[src/rtl/rs_alu.sv]
// rtl/rs_alu.sv - ALU reservation station: buffers issued ops, snoops the CDB, dispatches one ready op per cycle.
// Optional age-ordered dispatch selection is enabled by defining RS_ALU_AGE_ORDER_EN.
module rs_alu #(
    parameter int RS_SIZE  = 8,
    parameter int ROB_ID_W = 5
) (
    input  logic                clk,
    input  logic                rst,
    input  logic                clr,
    input  logic                alu_in_en,
    input  logic [4:0]          alu_op_type,
    input  logic [ROB_ID_W-1:0] vdest_id,
    input  logic                op1_dependent,
    input  logic [31:0]         op1,
    input  logic                op2_dependent,
    input  logic [31:0]         op2,
    input  logic                cdb_en,
    input  logic [ROB_ID_W-1:0] cdb_id,
    input  logic [31:0]         cdb_val,
    output logic                rs_alu_full,
    output logic                alu_out_en,
    output logic [4:0]          alu_out_op_type,
    output logic [31:0]         alu_out_op1,
    output logic [31:0]         alu_out_op2,
    output logic [ROB_ID_W-1:0] alu_out_dest
);

    localparam int IDX_W = $clog2(RS_SIZE);
    localparam int CNT_W = IDX_W + 1;

    logic [RS_SIZE-1:0]  busy_q, busy_d;
    logic [RS_SIZE-1:0]  q1_q, q1_d;
    logic [RS_SIZE-1:0]  q2_q, q2_d;
    logic [4:0]          op_type_q [RS_SIZE];
    logic [4:0]          op_type_d [RS_SIZE];
    logic [ROB_ID_W-1:0] dest_q    [RS_SIZE];
    logic [ROB_ID_W-1:0] dest_d    [RS_SIZE];
    logic [31:0]         v1_q      [RS_SIZE];
    logic [31:0]         v1_d      [RS_SIZE];
    logic [31:0]         v2_q      [RS_SIZE];
    logic [31:0]         v2_d      [RS_SIZE];
`ifdef RS_ALU_AGE_ORDER_EN
    logic [CNT_W-1:0]    age_q     [RS_SIZE];
    logic [CNT_W-1:0]    age_d     [RS_SIZE];
    logic [CNT_W-1:0]    best_age;
`endif

    logic                out_en_q, out_en_d;
    logic [4:0]          out_op_type_q, out_op_type_d;
    logic [31:0]         out_op1_q, out_op1_d;
    logic [31:0]         out_op2_q, out_op2_d;
    logic [ROB_ID_W-1:0] out_dest_q, out_dest_d;

    logic [CNT_W-1:0]    free_cnt;
    logic [RS_SIZE-1:0]  ready;
    logic                alloc_found, sel_found;
    logic [IDX_W-1:0]    alloc_idx, sel_idx;
    logic                fwd1, fwd2;

    // Free count and ready mask come only from registered state.
    always_comb begin
        free_cnt = '0;
        for (int i = 0; i < RS_SIZE; i++) begin
            free_cnt = free_cnt + CNT_W'(!busy_q[i]);
        end
        ready = busy_q & ~q1_q & ~q2_q;
    end

    assign rs_alu_full = (free_cnt == '0) || ((free_cnt == CNT_W'(1)) && alu_in_en);

    always_comb begin
        alloc_found = 1'b0;
        alloc_idx   = '0;
        for (int i = RS_SIZE - 1; i >= 0; i--) begin
            if (!busy_q[i]) begin
                alloc_found = 1'b1;
                alloc_idx   = IDX_W'(i);
            end
        end
    end

`ifdef RS_ALU_AGE_ORDER_EN
    // Strict greater-than while scanning upward keeps the lowest index on ties.
    always_comb begin
        sel_found = 1'b0;
        sel_idx   = '0;
        best_age  = '0;
        for (int i = 0; i < RS_SIZE; i++) begin
            if (ready[i] && (!sel_found || (age_q[i] > best_age))) begin
                sel_found = 1'b1;
                sel_idx   = IDX_W'(i);
                best_age  = age_q[i];
            end
        end
    end
`else
    always_comb begin
        sel_found = 1'b0;
        sel_idx   = '0;
        for (int i = RS_SIZE - 1; i >= 0; i--) begin
            if (ready[i]) begin
                sel_found = 1'b1;
                sel_idx   = IDX_W'(i);
            end
        end
    end
`endif

    assign fwd1 = op1_dependent && cdb_en && (cdb_id == op1[ROB_ID_W-1:0]);
    assign fwd2 = op2_dependent && cdb_en && (cdb_id == op2[ROB_ID_W-1:0]);

    always_comb begin
        busy_d        = busy_q;
        q1_d          = q1_q;
        q2_d          = q2_q;
        op_type_d     = op_type_q;
        dest_d        = dest_q;
        v1_d          = v1_q;
        v2_d          = v2_q;
`ifdef RS_ALU_AGE_ORDER_EN
        age_d         = age_q;
`endif
        out_en_d      = 1'b0;
        out_op_type_d = out_op_type_q;
        out_op1_d     = out_op1_q;
        out_op2_d     = out_op2_q;
        out_dest_d    = out_dest_q;

        if (clr) begin
            busy_d = '0;
        end else begin
            if (cdb_en) begin
                for (int i = 0; i < RS_SIZE; i++) begin
                    if (busy_q[i] && q1_q[i] && (v1_q[i][ROB_ID_W-1:0] == cdb_id)) begin
                        q1_d[i] = 1'b0;
                        v1_d[i] = cdb_val;
                    end
                    if (busy_q[i] && q2_q[i] && (v2_q[i][ROB_ID_W-1:0] == cdb_id)) begin
                        q2_d[i] = 1'b0;
                        v2_d[i] = cdb_val;
                    end
                end
            end

            if (sel_found) begin
                out_en_d        = 1'b1;
                out_op_type_d   = op_type_q[sel_idx];
                out_op1_d       = v1_q[sel_idx];
                out_op2_d       = v2_q[sel_idx];
                out_dest_d      = dest_q[sel_idx];
                busy_d[sel_idx] = 1'b0;
            end

            // The allocated slot is free in registered state, so it never collides with dispatch.
            if (alu_in_en && alloc_found) begin
`ifdef RS_ALU_AGE_ORDER_EN
                for (int i = 0; i < RS_SIZE; i++) begin
                    if (busy_q[i] && (age_q[i] != '1)) begin
                        age_d[i] = age_q[i] + CNT_W'(1);
                    end
                end
                age_d[alloc_idx] = '0;
`endif
                busy_d[alloc_idx]    = 1'b1;
                op_type_d[alloc_idx] = alu_op_type;
                dest_d[alloc_idx]    = vdest_id;
                q1_d[alloc_idx]      = op1_dependent && !fwd1;
                v1_d[alloc_idx]      = fwd1 ? cdb_val : op1;
                q2_d[alloc_idx]      = op2_dependent && !fwd2;
                v2_d[alloc_idx]      = fwd2 ? cdb_val : op2;
            end
        end
    end

    always_ff @(posedge clk or posedge rst) begin
        if (rst) begin
            busy_q        <= '0;
            q1_q          <= '0;
            q2_q          <= '0;
            for (int i = 0; i < RS_SIZE; i++) begin
                op_type_q[i] <= '0;
                dest_q[i]    <= '0;
                v1_q[i]      <= '0;
                v2_q[i]      <= '0;
`ifdef RS_ALU_AGE_ORDER_EN
                age_q[i]     <= '0;
`endif
            end
            out_en_q      <= 1'b0;
            out_op_type_q <= '0;
            out_op1_q     <= '0;
            out_op2_q     <= '0;
            out_dest_q    <= '0;
        end else begin
            busy_q        <= busy_d;
            q1_q          <= q1_d;
            q2_q          <= q2_d;
            op_type_q     <= op_type_d;
            dest_q        <= dest_d;
            v1_q          <= v1_d;
            v2_q          <= v2_d;
`ifdef RS_ALU_AGE_ORDER_EN
            age_q         <= age_d;
`endif
            out_en_q      <= out_en_d;
            out_op_type_q <= out_op_type_d;
            out_op1_q     <= out_op1_d;
            out_op2_q     <= out_op2_d;
            out_dest_q    <= out_dest_d;
        end
    end

    assign alu_out_en      = out_en_q;
    assign alu_out_op_type = out_op_type_q;
    assign alu_out_op1     = out_op1_q;
    assign alu_out_op2     = out_op2_q;
    assign alu_out_dest    = out_dest_q;

endmodule

[config.mk]
export PLATFORM = sky130hd
export DESIGN_NAME = rs_alu
export DESIGN_NICKNAME = d
export VERILOG_FILES = /design/src/rtl/rs_alu.sv
export SDC_FILE = /design/constraint.sdc
export NUM_CORES = 2
export LEC_CHECK = 0
export BUFFER_PORTS_ARGS = -buffer_cell sky130_fd_sc_hd__buf_4
export CAP_MARGIN = 10
export CORE_AREA = 2 2 356 288
export DETAILED_ROUTE_END_ITERATION = 12
export DIE_AREA = 0 0 358 290
export GPL_ROUTABILITY_DRIVEN = 0
export PLACE_DENSITY_LB_ADDON = 0.15
export SYNTH_ARGS = -nofsm -noshare
export SYNTH_HDL_FRONTEND = slang
export SYNTH_SLANG_ARGS = --single-unit
export TNS_END_PERCENT = 100
[constraint.sdc]
create_clock -name clk -period 22.4 [get_ports clk]
set_input_delay 1.12 -clock clk [delete_from_list [all_inputs] [get_ports clk]]
set_output_delay 1.12 -clock clk [all_outputs]
set_load 0.02 [all_outputs]
==> flow_summary.ini <==
[synthesis]
postSynthAreaPerCell_sq_um = 9.536
synth_edf_count = 0
async_reset_ff_share_pct = 100.0
yosysWarnings = 0
ys_seq_elements = 691
seq_area_frac_synth_pct = 47.00
synthAdderAreaFrac_pct = 0.3197
syn_inst = 3858
synthXorXnorAreaFrac_pct = 2.142
synth_fp_nets = 3983
synth_top_family_by_area = compound AO/OA/AOI/OAI gates
synth_mux_area_share_pct = 6.693
ys.flop_type = dfrtp_1
synthSimpleGateAreaFrac_pct = 10.87
ys_types = 68
synth_compound_area_share_pct = 28.26
syn_area_sq_um = 36790

[routing]
drt-total-wl_um = 164400
vias_per_cell = 6.465
drt-pass1-iter-count = 5
vias = 33620
routedWlPerCell_um = 31.61
drtIter0Drc = 4136
drc = 0
final_antenna_net_count = 0

[cells_and_area]
layout.area.seq_sq_um = 17290
layout_common_cells = dfrtp_1 (691), nor2_1 (664), a21oi_1 (533)
area_growth_pct = 14.18
drive_gt1_share_pct = 15.20
layout_commonest_cell = dfrtp_1
fin_util_pct = 42.04
multiInputGateArea_sq_um = 18180
fill_cells = 9872
final_nets = 3942
final_cells = 5201

[placement]
dp_hpwl_um = 90490
dp_slack_ps = 16970
dp.cells = 5064
port_buffers = 193

[cts]
numClockSinks = 691
cts_root_buf = clkbuf_16
cts_buffers = 76
cts_tree = yes
worstSkewPairLatency_ps = 660
cts.clk_slew.worst_paths_ps = 60
cts_setup_buffers = 0
post_cts_resized = 0
htreeDepth = 3
cts_buffer_depth = 3
cts_hold_buf = 0

[sta]
fin_crit_ps = 6095
tightest_slew_ps = 1279
setup-violations-final = 0
tns_ps = 0
rsz0062_at_grt = false
hold_ws_ps = 502.6
slew_viol_final = 0
max_slew_margin_pct = 14.53
setup_ws_ps = 16300
fin_skew_ps = 39.21
finalHoldViolCount = 0
layout_worst_path_cycle_share_pct = 27.21
fmax_mhz = 164.1

[setup_path]
path_cells = inv_1 -> fa_1 -> inv_1 -> fa_1 -> inv_1 -> fa_1 -> ha_1 -> inv_1 -> fa_1 -> a2111oi_0 -> a21oi_1 -> a211oi_1 -> buf_4
cp.arrival_ps = 4980
path_depth = 13
crit_slowest_cell = dfrtp_1
r2r-start = q1_q[3]
crit_path_max_incr_delay_ps = 600
cp_top_family = adder cells
start_kind = register
required_ps = 21280
cp-end-kind = primary output
r2r_cells = 7
path_class = register to primary output
crit_path_max_fanout = 12
path_buf_inv = 5
cp-startpoint = busy_q[0]

[power_and_ir_drop]
power.density_nw_per_um2 = 84.03
ir_drop_v = 0.00005001
p_leak_nw = 17.53

[floorplan]
die_area_sq_um = 103800
ios = 194
die_y_um = 290
start_util_pct = 36.82
coreArea_sq_um = 99940
std_cell_rows = 104
die_width_um = 358

[global_route]
grt.total_usage_pct = 30.99
grt_antenna_before_repair = 2
grt_pass1_vias = 32540
grt_max_degree = 143
grt_pass1_wl_um = 238700
grt_overflow = 0

[flow_run]
drv_cap = 0

[min_path]
hold_path_class = register to register
hold_start = dest_q[3]
min_path_cells = 1

[status]
status = finished, final reports clean
## cells by family (layout without fill, tap and decap cells)
family	count (synthesis)	in the layout
other	0	1
DFF	691	691
buffers and inverters	422	439
AOI/OAI and AO/OA	1467	1467
adders and majority gates	7	7
xor gates and xnor gates	90	90
and+or+nand+nor	950	950
muxes	231	231
## Yosys cell counts (5+ instances only)
cell type / count / share of area, %
a211oi_1: 23 / 0.47
a211oi_2: 6 / 0.20
a21oi_1: 550 / 7.5
a221o_1: 22 / 0.60
a221oi_1: 64 / 1.5
a22o_1: 6 / 0.14
a22oi_1: 31 / 0.63
and2_1: 8 / 0.14
buf_1: 34 / 0.35
buf_2: 85 / 1.2
clkbuf_1: 276 / 2.8
dfrtp_1: 691 / 47
inv_1: 17 / 0.17
mux2_2: 106 / 3.2
mux2i_1: 120 / 3.3
nand2_1: 107 / 1.1
nand2b_1: 5 / 0.085
nand3_1: 16 / 0.22
nand4_1: 45 / 0.77
nor2_1: 680 / 6.9
nor3_1: 34 / 0.46
nor3b_2: 5 / 0.17
nor4_1: 21 / 0.36
o211ai_1: 55 / 1.1
o21ai_0: 81 / 1.1
o221ai_1: 5 / 0.12
o22ai_1: 15 / 0.26
o2bb2ai_1: 517 / 12
o32a_1: 37 / 1.0
o32ai_1: 25 / 0.60
or3b_1: 5 / 0.12
xnor2_1: 18 / 0.43
xor2_1: 72 / 1.7
## state kept, by name (all words and copies together) (netlist names), 8 cells and up
signal / cells
v1_q: 256
q1_q: 8
op_type_q: 40
alu_out_op2: 32
v2_q: 256
alu_out_op1: 32
busy_q: 8
dest_q: 40
q2_q: 8
## worst reg2reg max path: stages (launching register included)
cell,delay (ps)
dfrtp_1,470
or3b_1,670
a21oi_4,580
buf_4,450
nand2_2,320
nand2_2,730
nor3_1,250
o32a_1,390
## metal layers
layer	up-vias	wire, um	global-route usage [%]
met5	-	0	0
met4	0	5338	10.14
met3	310	14970	6.201
met2	1839	72260	46.32
met1	17250	71850	44.69
li1	14230	-	-
## stage by stage
step / cell area (sq um) / power, W
after floorplan: 36790 / 0.001924
after global placement: 39390 / 0.002180
after detailed placement: 39390 / 0.002187
after CTS: 42010 / 0.003534
after global routing: 42010 / 0.003663
final: 42010 / 0.003530
## path summary, 6_finish.rpt
path                                   endpoint  slack [ps]
max in group asynchronous              v1_q[10]       18090
worst min-delay path                  dest_q[3]         500
worst max register to register  alu_out_op1[19]       18420
min in group asynchronous             v2_q[165]         590
worst min register to register        dest_q[3]         500
worst max-delay path                rs_alu_full       16300
## power breakdown
group	total [W]	internal (W)	switching [W]
Combinational	0.000627	0.000242	0.000385
Clock	0.00136	0.000791	0.000565
Sequential	0.00155	0.00142	0.000131
Total	0.00353	0.00245	0.00108
## layout make-up
cell class                 instances  area share (%)
multi-input combinational       2745           43.27
sequential                       691           41.16
clock buffer                     113           5.462
timing repair buffer             284           5.165
tap                             1325           3.946
clock inverter                    23          0.7774
inverter                          19          0.2085
antenna                            1        0.005957
No activity file was read; power rests on OpenSTA's default activity.
